**src/rtl/uart_xmtr.sv**
```systemverilog
// UART transmitter: double-buffered holding register feeding a start/data/stop
// shift register, paced by samples_per_bit Sample_clk cycles per serial bit.
module uart_xmtr #(
    parameter int word_size       = 8,
    parameter int samples_per_bit = 8
) (
    input  logic                 Sample_clk,
    input  logic                 rst_b,
    input  logic [word_size-1:0] Data_bus,
    input  logic                 Load_XMT_datareg,
    input  logic                 Byte_ready,
    output logic                 Serial_out,
    output logic                 XMT_busy,
    output logic                 XMT_done
);

    localparam int SCW = (samples_per_bit > 1) ? $clog2(samples_per_bit) : 1;
    localparam int FW  = word_size + 2;
    localparam logic [SCW-1:0] LAST_SAMPLE = SCW'(samples_per_bit - 1);
    localparam logic [SCW-1:0] SAMPLE_ONE  = SCW'(1);
    localparam logic [3:0]     LAST_BIT    = 4'(word_size + 1);

    typedef enum logic [1:0] {
        IDLE    = 2'b00,
        WAITING = 2'b01,
        SENDING = 2'b10,
        ILLEGAL = 2'b11
    } state_e;

    state_e               state_q, state_d;
    logic [word_size-1:0] xmt_datareg_q, xmt_datareg_d;
    logic [FW-1:0]        shift_q, shift_d;
    logic [SCW-1:0]       sample_q, sample_d;
    logic [3:0]           bit_q, bit_d;
    logic                 busy_q, busy_d;
    logic                 done_q, done_d;

    // Next-state, holding-register and frame-shifter logic.
    always_comb begin
        state_d  = state_q;
        shift_d  = shift_q;
        sample_d = sample_q;
        bit_d    = bit_q;
        done_d   = 1'b0;

        if (Load_XMT_datareg) begin
            xmt_datareg_d = Data_bus;
        end else begin
            xmt_datareg_d = xmt_datareg_q;
        end

        case (state_q)
            IDLE: begin
                shift_d  = {FW{1'b1}};
                sample_d = {SCW{1'b0}};
                bit_d    = 4'd0;
                if (Byte_ready) begin
                    state_d = WAITING;
                end else begin
                    state_d = IDLE;
                end
            end
            WAITING: begin
                // The frame is captured from the holding register as it stands now,
                // so a load on this same edge only affects the following frame.
                shift_d  = {1'b1, xmt_datareg_q, 1'b0};
                sample_d = {SCW{1'b0}};
                bit_d    = 4'd0;
                state_d  = SENDING;
            end
            SENDING: begin
                if (sample_q == LAST_SAMPLE) begin
                    sample_d = {SCW{1'b0}};
                    if (bit_q == LAST_BIT) begin
                        state_d = IDLE;
                        done_d  = 1'b1;
                        shift_d = {FW{1'b1}};
                        bit_d   = 4'd0;
                    end else begin
                        state_d = SENDING;
                        shift_d = {1'b1, shift_q[FW-1:1]};
                        bit_d   = bit_q + 4'd1;
                    end
                end else begin
                    sample_d = sample_q + SAMPLE_ONE;
                end
            end
            default: begin
                state_d  = IDLE;
                shift_d  = {FW{1'b1}};
                sample_d = {SCW{1'b0}};
                bit_d    = 4'd0;
            end
        endcase

        busy_d = (state_d == WAITING) || (state_d == SENDING);
    end

    // State, datapath and output registers with synchronous reset.
    always_ff @(posedge Sample_clk) begin
        if (rst_b) begin
            state_q       <= IDLE;
            xmt_datareg_q <= {word_size{1'b0}};
            shift_q       <= {FW{1'b1}};
            sample_q      <= {SCW{1'b0}};
            bit_q         <= 4'd0;
            busy_q        <= 1'b0;
            done_q        <= 1'b0;
        end else begin
            state_q       <= state_d;
            xmt_datareg_q <= xmt_datareg_d;
            shift_q       <= shift_d;
            sample_q      <= sample_d;
            bit_q         <= bit_d;
            busy_q        <= busy_d;
            done_q        <= done_d;
        end
    end

    assign Serial_out = shift_q[0];
    assign XMT_busy   = busy_q;
    assign XMT_done   = done_q;

endmodule

```
**config.mk**
```make
export PLATFORM = sky130hd
export DESIGN_NAME = uart_xmtr
export DESIGN_NICKNAME = d
export VERILOG_FILES = /design/src/rtl/uart_xmtr.sv
export SDC_FILE = /design/constraint.sdc
export NUM_CORES = 1
export LEC_CHECK = 0
export ABC_AREA = 0
export CORE_MARGIN = 5
export CORE_UTILIZATION = 25
export CTS_BUF_LIST = sky130_fd_sc_hd__clkbuf_8
export CTS_CLUSTER_DIAMETER = 120
export DETAILED_ROUTE_END_ITERATION = 7
export DONT_BUFFER_PORTS = 1
export GPL_TIMING_DRIVEN = 0
export PLACE_DENSITY = 0.46
export SLEW_MARGIN = 20
export SYNTH_ARGS = -nofsm -noshare
export SYNTH_HDL_FRONTEND = slang
export SYNTH_SLANG_ARGS = --single-unit
```
**constraint.sdc**
```tcl
create_clock -name Sample_clk -period 2.2 [get_ports Sample_clk]
set_input_delay 0.22 -clock Sample_clk [delete_from_list [all_inputs] [get_ports Sample_clk]]
set_output_delay 0.22 -clock Sample_clk [all_outputs]
set_load 0.02 [all_outputs]
```
==> results.toml <==
[logic_synthesis]
postSynthCellCount = 131
synth-edff-count = 0
yosys_warnings = 0
synthesis.nets = 149
synth.avg_cell_area_um2 = 9.351
synth_top_flop_cell = "dfxtp_1"
synth_cell_types = 35
synth_area_um2 = 1225
ys_async_sr_fraction_pct = 0
synth_seq_cells = 28
ys_seq_area_share_pct = 45.76

[worst_setup_path]
rr_worst_depth = 6
cp.required_ns = 2.37
crit_path_frequent_cell = "ha_1"
r2r-end = "XMT_busy$_SDFF_PP0_"
path_class = "reg -> reg"
r2r_start = "sample_q[0]$_SDFF_PP0_"
start_kind = "flop"
cp_cell_sequence = "ha_1 -> ha_1 -> buf_2 -> nand3b_1 -> o221a_4 -> mux2_4"
critPathArrivalTime_ns = 1.91
cpMaxStageDelayCell = "dfxtp_1"
cp_max_fo = 10
slowest_delay_ns = 0.35
reg2reg_setup_slack_ns = 0.46
endpoint_kind = "flop"

[clock_tree]
cts_buffer_depth = 2
cts_resized = 0
cts_made_buffers = 3
clock_latency_ns = 0.27
cts_tree = "built"
hold_buffers = 0
ctsRootBufferMaster = "clkbuf_8"
cts_sinks = 28
htree_levels = 1
post-cts-setup-buffer-count = 0
path_clk_slew_ns = 0.09

[floorplanning]
placementRows = 25
coreArea_um2 = 4755
chipWidth_um = 80.00
die_area_um2 = 6399
io_pins = 15
die_h_um = 80.00
start_util_pct = 25.76

[sta]
hold_viol = 0
worstMarginPinSlew_ns = 0.4545
setup_viol = 0
fin_ws_ns = 0.4608
drv_slew = 0
finalCriticalPeriod_ns = 1.739
rsz0062_at_grt = "no"
fin_crit_sh_pct = 79.05
finClkSkew_ns = 0.003228
slew_headroom_pct = 69.57
setup_tns_ns = 0
max_freq_ghz = 0.5750
finalHoldWorstSlack_ns = 0.05089

[final_layout]
fin_area_um2 = 1364
final_util_pct = 28.68
register_area_um2 = 560.5
multi_input_area_um2 = 624.3
fill_cells = 536
fin_cells = 202
layout-drive-gt1-share_pct = 8.148
diodes = 0
finalNetCount = 154
area_growth_pct = 11.34

[power_and_ir_drop]
clockPowerShare_pct = 33.6
seq_power_share_pct = 58.8
power_frac_comb_pct = 7.6
total_power_mw = 0.9399
p_int_mw = 0.7273
ir_worst_vdd_uv = 325.1
sw_frac_of_total_pct = 22.62
p_leak_nw = 0.5229
p_sw_mw = 0.2126
power.density_nw_per_um2 = 689.2

[global_route]
grt_pass1_wl_um = 4319
antenna_found_initial = 0
grt_max_degree = 16
grt_pass1_vias = 913
track_usage_pct = 8.598
grt_overflow = 0

[drt]
drc = 0
vias = 882
vias_per_cell = 4.366
detail_route.iter0.violations = 46
ant_nets = 0
wl_per_cell_um = 11.65
first_pass_iters = 3
drt_wl_total_um = 2354

[placed_design]
placed_area_um2 = 1309
portBuffers = 0
gp_congestion = 0.7295
pre_cts_ws_ns = 0.4508
dp_hpwl_um = 1725
place_inst = 198

[worst_hold_path]
hp-class = "in -> reg"
holdPathStages = 2
hold_end = "shift_q[0]$_SDFFE_PP1P_"
min_from = "rst_b"

[flow_run]
cap_violations = 0

[outcome]
status = "completed"
-- worst max path at each step --
| stage | start | to | slack [ns] | cells past startpoint |
|---|---|---|---|---|
| global route | state_q[0]$_SDFF_PP0_ | shift_q[5]$_SDFFE_PP1P_ | 0.28 | 6 |
| finish | sample_q[0]$_SDFF_PP0_ | XMT_busy$_SDFF_PP0_ | 0.46 | 6 |
| CTS | sample_q[0]$_SDFF_PP0_ | XMT_busy$_SDFF_PP0_ | 0.44 | 6 |
| global placement | sample_q[0]$_SDFF_PP0_ | XMT_busy$_SDFF_PP0_ | 0.50 | 6 |
| floorplan | sample_q[0]$_SDFF_PP0_ | XMT_busy$_SDFF_PP0_ | 0.66 | 6 |
| detailed placement | sample_q[0]$_SDFF_PP0_ | XMT_busy$_SDFF_PP0_ | 0.45 | 6 |
-- area by class of cell --
class	count	area share [%]
multi-input cells	94	45.78
flip-flops and latches	28	41.10
well taps	67	6.147
clock buffers	4	4.037
plain buffers	7	2.385
inverters	2	0.5505
-- sequential cells by signal (all words and copies together) (netlist names) --
signal	cells
state_q	2
XMT_busy	1
XMT_done	1
bit_q	4
xmt_datareg_q	8
sample_q	3
shift_q	9
-- worst max-delay path: cells and delay by family, from the launching register on --
kind	cells	cell delay (ns)
DFF	1	0.35
and+or+nand+nor	1	0.12
AOI/OAI and AO/OA	1	0.25
buffers and inverters	1	0.26
muxes	1	0.29
adders and majority gates	2	0.38
-- layer usage --
layer  GRT usage (%)  part of all wire (%)
met1           10.61                    52
met4           2.027                  0.81
met5               0                     0
met2           13.91                    42
met3           3.499                   5.5
-- synthesized netlist by cell type (2+ instances only) --
cell | n | share of area, %
dfxtp_1 | 28 | 46
nor2_1 | 23 | 7.0
nand2_1 | 11 | 3.4
mux2i_1 | 8 | 6.5
a31oi_1 | 7 | 3.6
o21ai_1 | 7 | 2.9
ha_1 | 6 | 6.1
clkbuf_1 | 4 | 1.2
o21ai_0 | 4 | 1.6
a21oi_1 | 2 | 0.82
and2_1 | 2 | 1.0
and4b_1 | 2 | 1.6
buf_2 | 2 | 0.82
inv_1 | 2 | 0.61
nand3b_1 | 2 | 1.2
nor2b_1 | 2 | 1.0
-- placed cells by master, fill, tap and decap left out, types with 4 or more instances in the layout --
| cell | count |
|---|---|
| dfxtp_1 | 28 |
| nor2_1 | 23 |
| nand2_1 | 11 |
| mux2i_1 | 8 |
| o21ai_1 | 7 |
| a31oi_1 | 7 |
| ha_1 | 6 |
| clkbuf_1 | 4 |
| o21ai_0 | 4 |
| clkbuf_8 | 4 |
-- power by group through the flow --
| stage | clock network (mW) | logic [mW] | registers [mW] |
|---|---|---|---|
| after detailed placement | 0 | 0.0719 | 0.564 |
| after global placement | 0 | 0.0691 | 0.563 |
| after global routing | 0.351 | 0.0839 | 0.557 |
| final | 0.316 | 0.0717 | 0.552 |
| after floorplan | 0 | 0.0597 | 0.559 |
| after CTS | 0.326 | 0.0725 | 0.552 |
-- logic make-up after synthesis --
logic type	count (synthesis)	synth area share (%)
adder cells (fa/ha/maj)	6	6.129
AO/OA/AOI/OAI	23	11.95
AND/OR/NAND/NOR	54	23.70
flip-flops	28	45.76
multiplexers	9	7.763
XOR/XNOR	2	1.430
buffers and inverters	9	3.269
No activity file was read; power rests on OpenSTA's default activity.
==> RTL edit 1: new RTL, same settings <==
Encoding of `state_e`: now Gray code (2 bits for 4 states).
--- a/src/rtl/uart_xmtr.sv
+++ b/src/rtl/uart_xmtr.sv
@@ -23,8 +23,8 @@
     typedef enum logic [1:0] {
         IDLE    = 2'b00,
         WAITING = 2'b01,
-        SENDING = 2'b10,
-        ILLEGAL = 2'b11
+        SENDING = 2'b11,
+        ILLEGAL = 2'b10
     } state_e;
 
     state_e               state_q, state_d;
Check against the original RTL: same outputs for any inputs over 10 cycles, from zero or initial values and one cycle with rst_b high; not proved beyond that.
==> RTL edit 1 against the original RTL <==
Hold slack gained 32 ps; area after synthesis fell by 6.8%; wire length down 0.64%; non-clock buffer count decreased by 1; sequential cell count is the same; design area shrank 7.5%; total power rose by 4.3%; final cell count shrank 14%; synthesized cell count decreased by 9.9%; worst setup slack worse by 54 ps; largest cell class is now registers.
==> RTL edit 1: results (changes against the original RTL) <==
pwr:
  swShare_pct: 24.1  # +1.5 points
  p_leak_nw: 0.448  # -14%
  peakVddDrop_mv: 0.248  # -24%
route:
  drt_iter0_markers: 31  # -33%
  via_count: 851  # -3.5%
  wire_per_inst_microns: 13.4  # +15%
  first_pass_iters: 4  # +1
layout:
  reg_top3: "shift_q x9, xmt_datareg_q x8, bit_q x4"
  fill_cells: 476  # -11%
  diodes: 0  # unchanged
  layout-drive-gt1-share_pct: 6.56  # -1.6 points
  layout.nets: 137  # -11%
placed_design:
  gp_congestion: 0.713  # -2.2%
  place_ws_ps: 394  # -57.0 ps
  detailed_place.area_sq_um: 1210  # -7.8%
  dp_hpwl_mm: 1.76  # +1.9%
  numPortBuffers: 0  # unchanged
yosys:
  ys_warn_count: 0  # unchanged
  ys.flop_type: "dfxtp_1"
  syn_nets: 132  # -11%
  ys_types: 27  # -23%
  synth_edf_count: 0  # unchanged
  synthTopCellsByArea: "dfxtp_1 (49%), mux2i_1 (7.0%), a221o_1 (6.1%)"
  ys_seq_area_share_pct: 49.1  # +3.4 points
  synthTopCellsByCount: "dfxtp_1 (28), nor2_1 (13), o21ai_0 (12), mux2i_1 (8), or3_1 (8)"
  async_reset_ff_share_pct: 0  # unchanged
global_route:
  grt_max_degree: 16  # unchanged
  grt.total_usage_pct: 7.74  # -0.85 points
  grt_pass1_vias: 835  # -8.5%
  antenna_found_initial: 0  # unchanged
  grt_pass1_wl_mm: 3.82  # -12%
critical_path:
  crit_arrival_ps: 1960  # +50 ps
  crit_fanout: 10  # unchanged
cts:
  clock_path_buffers: 2  # unchanged
  cts_setup_buffers: 0  # unchanged
  clk_pin_slew_ps: 100
  clk_latency_ps: 270  # about the same
  htree_levels: 1  # unchanged
  cts_buffers: 3  # unchanged
  postCtsResizedCells: 0  # unchanged
  root_buffer: "clkbuf_8"
worst_hold_path:
  hp-class: "in -> reg"
sta:
  worst_slew_margin_rel_pct: 55.5  # -14 points
  clock-skew-final_ps: 4.34  # +1.11 ps
run_status:
  status: "finished, final reports clean"
RTL edit 1: changes by cell type in the layout (fill, tap and decap cells not counted), moves of 4 or more:
cell     before  now
or3_1         1    8
nor2_1       23   13
o21ai_0       4   12
inv_1         2    7
nand2_1      11    2
a31oi_1       7    0
o21ai_1       7    0
ha_1          6    2
a221o_1       0    7
RTL edit 1: routing by layer:
metal / vias to the layer above / share of wire (%) / global-route usage [%]
li1: 433 / - / -
met5: - / 0 / 0
met3: 2 / 6.2 / 3.13
met2: 16 / 47 / 12.1
met4: 0 / 0.43 / 2.58
met1: 400 / 46 / 9.67
RTL edit 1: stage by stage:
step / cells / hold WS, ps
after floorplan: 118 / 331
after global placement: 170 / 369
after detailed placement: 170 / 373
after CTS: 174 / 84.3
after global routing: 174 / 93.7
final: 174 / 82.6
RTL edit 1: power by group through the flow:
stage	sequential (mW)	combinational (mW)	clock, mW
floorplan	0.575	0.0739	0
global placement	0.581	0.0890	0
detailed placement	0.582	0.0917	0
CTS	0.571	0.0914	0.331
global route	0.575	0.102	0.347
finish	0.570	0.0898	0.320
RTL edit 1: kinds of logic (layout without fill, tap and decap cells):
group                    count (synthesis)  after routing  synth area share [%]
adder cells (fa/ha/maj)                  2              2                  2.19
AO/OA/AOI/OAI                           25             25                  14.9
XOR/XNOR                                 2              2                  1.54
flip-flops                              28             28                  49.1
AND/OR/NAND/NOR                         40             40                  20.3
buffers and inverters                   13             17                  4.93
multiplexers                             8              8                  7.02
RTL edit 1: worst max-delay path: stages (launching register included):
cell	delay (ps)
dfxtp_1	340
ha_1	150
ha_1	200
clkbuf_1	390
nor2_1	220
a221o_1	380
RTL edit 1: worst paths after layout:
kind | from | endpoint | slack [ps] | cells past startpoint
max | sample_q[0] | shift_q[5] | 410 | 5
min | rst_b | shift_q[8] | 80 | 2
min reg2reg | sample_q[0] | sample_q[0] | 430 | 1
max reg2reg | sample_q[0] | shift_q[5] | 410 | 5
RTL edit 1: cell type report:
cell class	instances	area, sq um	share of cell area, %
Buffer	6	30.0	2.38
Clock buffer	4	55.1	4.37
Inverter	7	26.3	2.08
Multi-Input combinational cell	77	524	41.6
Sequential cell	28	561	44.4
Tap cell	52	65.1	5.16
==> RTL edit 2: new RTL, config.mk and constraints unchanged <==
Made on the original files. The parameter `word_size` goes from 8 to 4.
--- a/src/rtl/uart_xmtr.sv
+++ b/src/rtl/uart_xmtr.sv
@@ -1,7 +1,7 @@
 // UART transmitter: double-buffered holding register feeding a start/data/stop
 // shift register, paced by samples_per_bit Sample_clk cycles per serial bit.
 module uart_xmtr #(
-    parameter int word_size       = 8,
+    parameter int word_size       = 4,
     parameter int samples_per_bit = 8
 ) (
     input  logic                 Sample_clk,
Interface: changed (resized Data_bus); port bits go from 15 to 11. The function was not compared with the original's and may differ.
==> RTL edit 2 against the original RTL <==
Worst setup slack worse by 37 ps; clock power down 14%; synthesized cell count down 27%; count of clock-buffer cells in the layout unchanged; hold slack better by 64 ps; wire length down 34%; design area down 26%; largest power group unchanged; sequential share of layout area down 1.6 points; sequential cell count down 8; clock skew about the same; total power down 24%; area after synthesis down 26%; first-iteration DRC count down 63%.
==> RTL edit 2: results (changes against the original RTL) <==
critical_path:
  r2r-start: "state_q[0]"
  max_stage_delay_ps: 420  # +70 ps
  path_delay_family: "flip-flops"
cts:
  clk_latency_ps: 250  # -20 ps
  clk_pin_slew_ps: 70  # -20 ps
layout:
  layout.cells.non_filler: 146  # -28%
  layout.nets: 115  # -25%
  layout-drive-gt1-share_pct: 11.0  # +2.9 points
yosys:
  synth-adder-area-share_pct: 8.33  # +2.2 points
  ys_types: 30  # -14%
  syn-mean-instance-area_sq_um: 9.38  # +0.36%
  synth_mux_area_share_pct: 6.11  # -1.7 points
  syn_nets: 110  # -26%
  synth_compound_area_share_pct: 11.7  # -0.28 points
placed_design:
  gp_congestion: 0.731  # +0.15%
  dp_hpwl_mm: 1.21  # -30%
  placedCellCount: 142  # -28%
sta:
  tightestPinTransition_ps: 407  # -47.6 ps
  holdWs_ps: 115  # +63.9 ps
worst_hold_path:
  min_to: "xmt_datareg_q[3]"
run_status:
  status: "finished, final reports clean"
global_route:
  grt.total_usage_pct: 7.34  # -1.3 points
  grt_pass1_wl_mm: 2.90  # -33%
route:
  drt_iter0_markers: 17  # -63%
  first_pass_iters: 2  # -1
pwr:
  p_leak_nw: 0.373  # -29%
## RTL edit 2: layout make-up
class / instances / area [sq um]
fillers: 384 / 2400
multi-input cells: 66 / 460
flip-flops and latches: 20 / 400
well taps: 46 / 57.6
clock buffers: 4 / 55.1
plain buffers: 5 / 21.3
inverters: 5 / 18.8
## RTL edit 2: logic make-up after synthesis
| logic type | count (synthesis) |
|---|---|
| AO/OA/AOI/OAI | 15 |
| XOR/XNOR | 2 |
| adder cells (fa/ha/maj) | 6 |
| buffers and inverters | 10 |
| flip-flops | 20 |
| multiplexers | 5 |
| AND/OR/NAND/NOR | 38 |
## RTL edit 2: routing by layer
metal / track usage [%] / share of wire, % / vias to the layer above
li1: - / - / 336
met1: 8.74 / 48 / 291
met2: 11.1 / 45 / 12
met3: 4.02 / 5.6 / 2
met4: 2.55 / 0.90 / 0
met5: 0 / 0 / -
## RTL edit 2: how the worst max path moves through the flow
| stage | startpoint | end | slack (ps) |
|---|---|---|---|
| after global placement | state_q[0] | XMT_busy | 440 |
| after CTS | sample_q[0] | shift_q[2] | 420 |
| final | state_q[0] | XMT_busy | 420 |
| after floorplan | state_q[0] | XMT_busy | 590 |
| after global routing | state_q[0] | XMT_busy | 300 |
| after detailed placement | sample_q[0] | shift_q[2] | 440 |
## RTL edit 2: power groups by stage
stage	Sequential, mW	Combinational [mW]	Clock [mW]
2_1_floorplan	0.397	0.0410	0
5_1_grt	0.393	0.0565	0.306
6_report	0.391	0.0486	0.273
3_5_place_dp	0.400	0.0495	0
4_1_cts	0.392	0.0497	0.288
3_3_place_gp	0.400	0.0484	0
## RTL edit 2: worst reg2reg max path: stages (launching register included)
cell and delay [ps]:
dfxtp_1 420, inv_1 120, ha_1 230, clkbuf_2 180, and4bb_2 260, o21ba_2 220
mux2_4 250
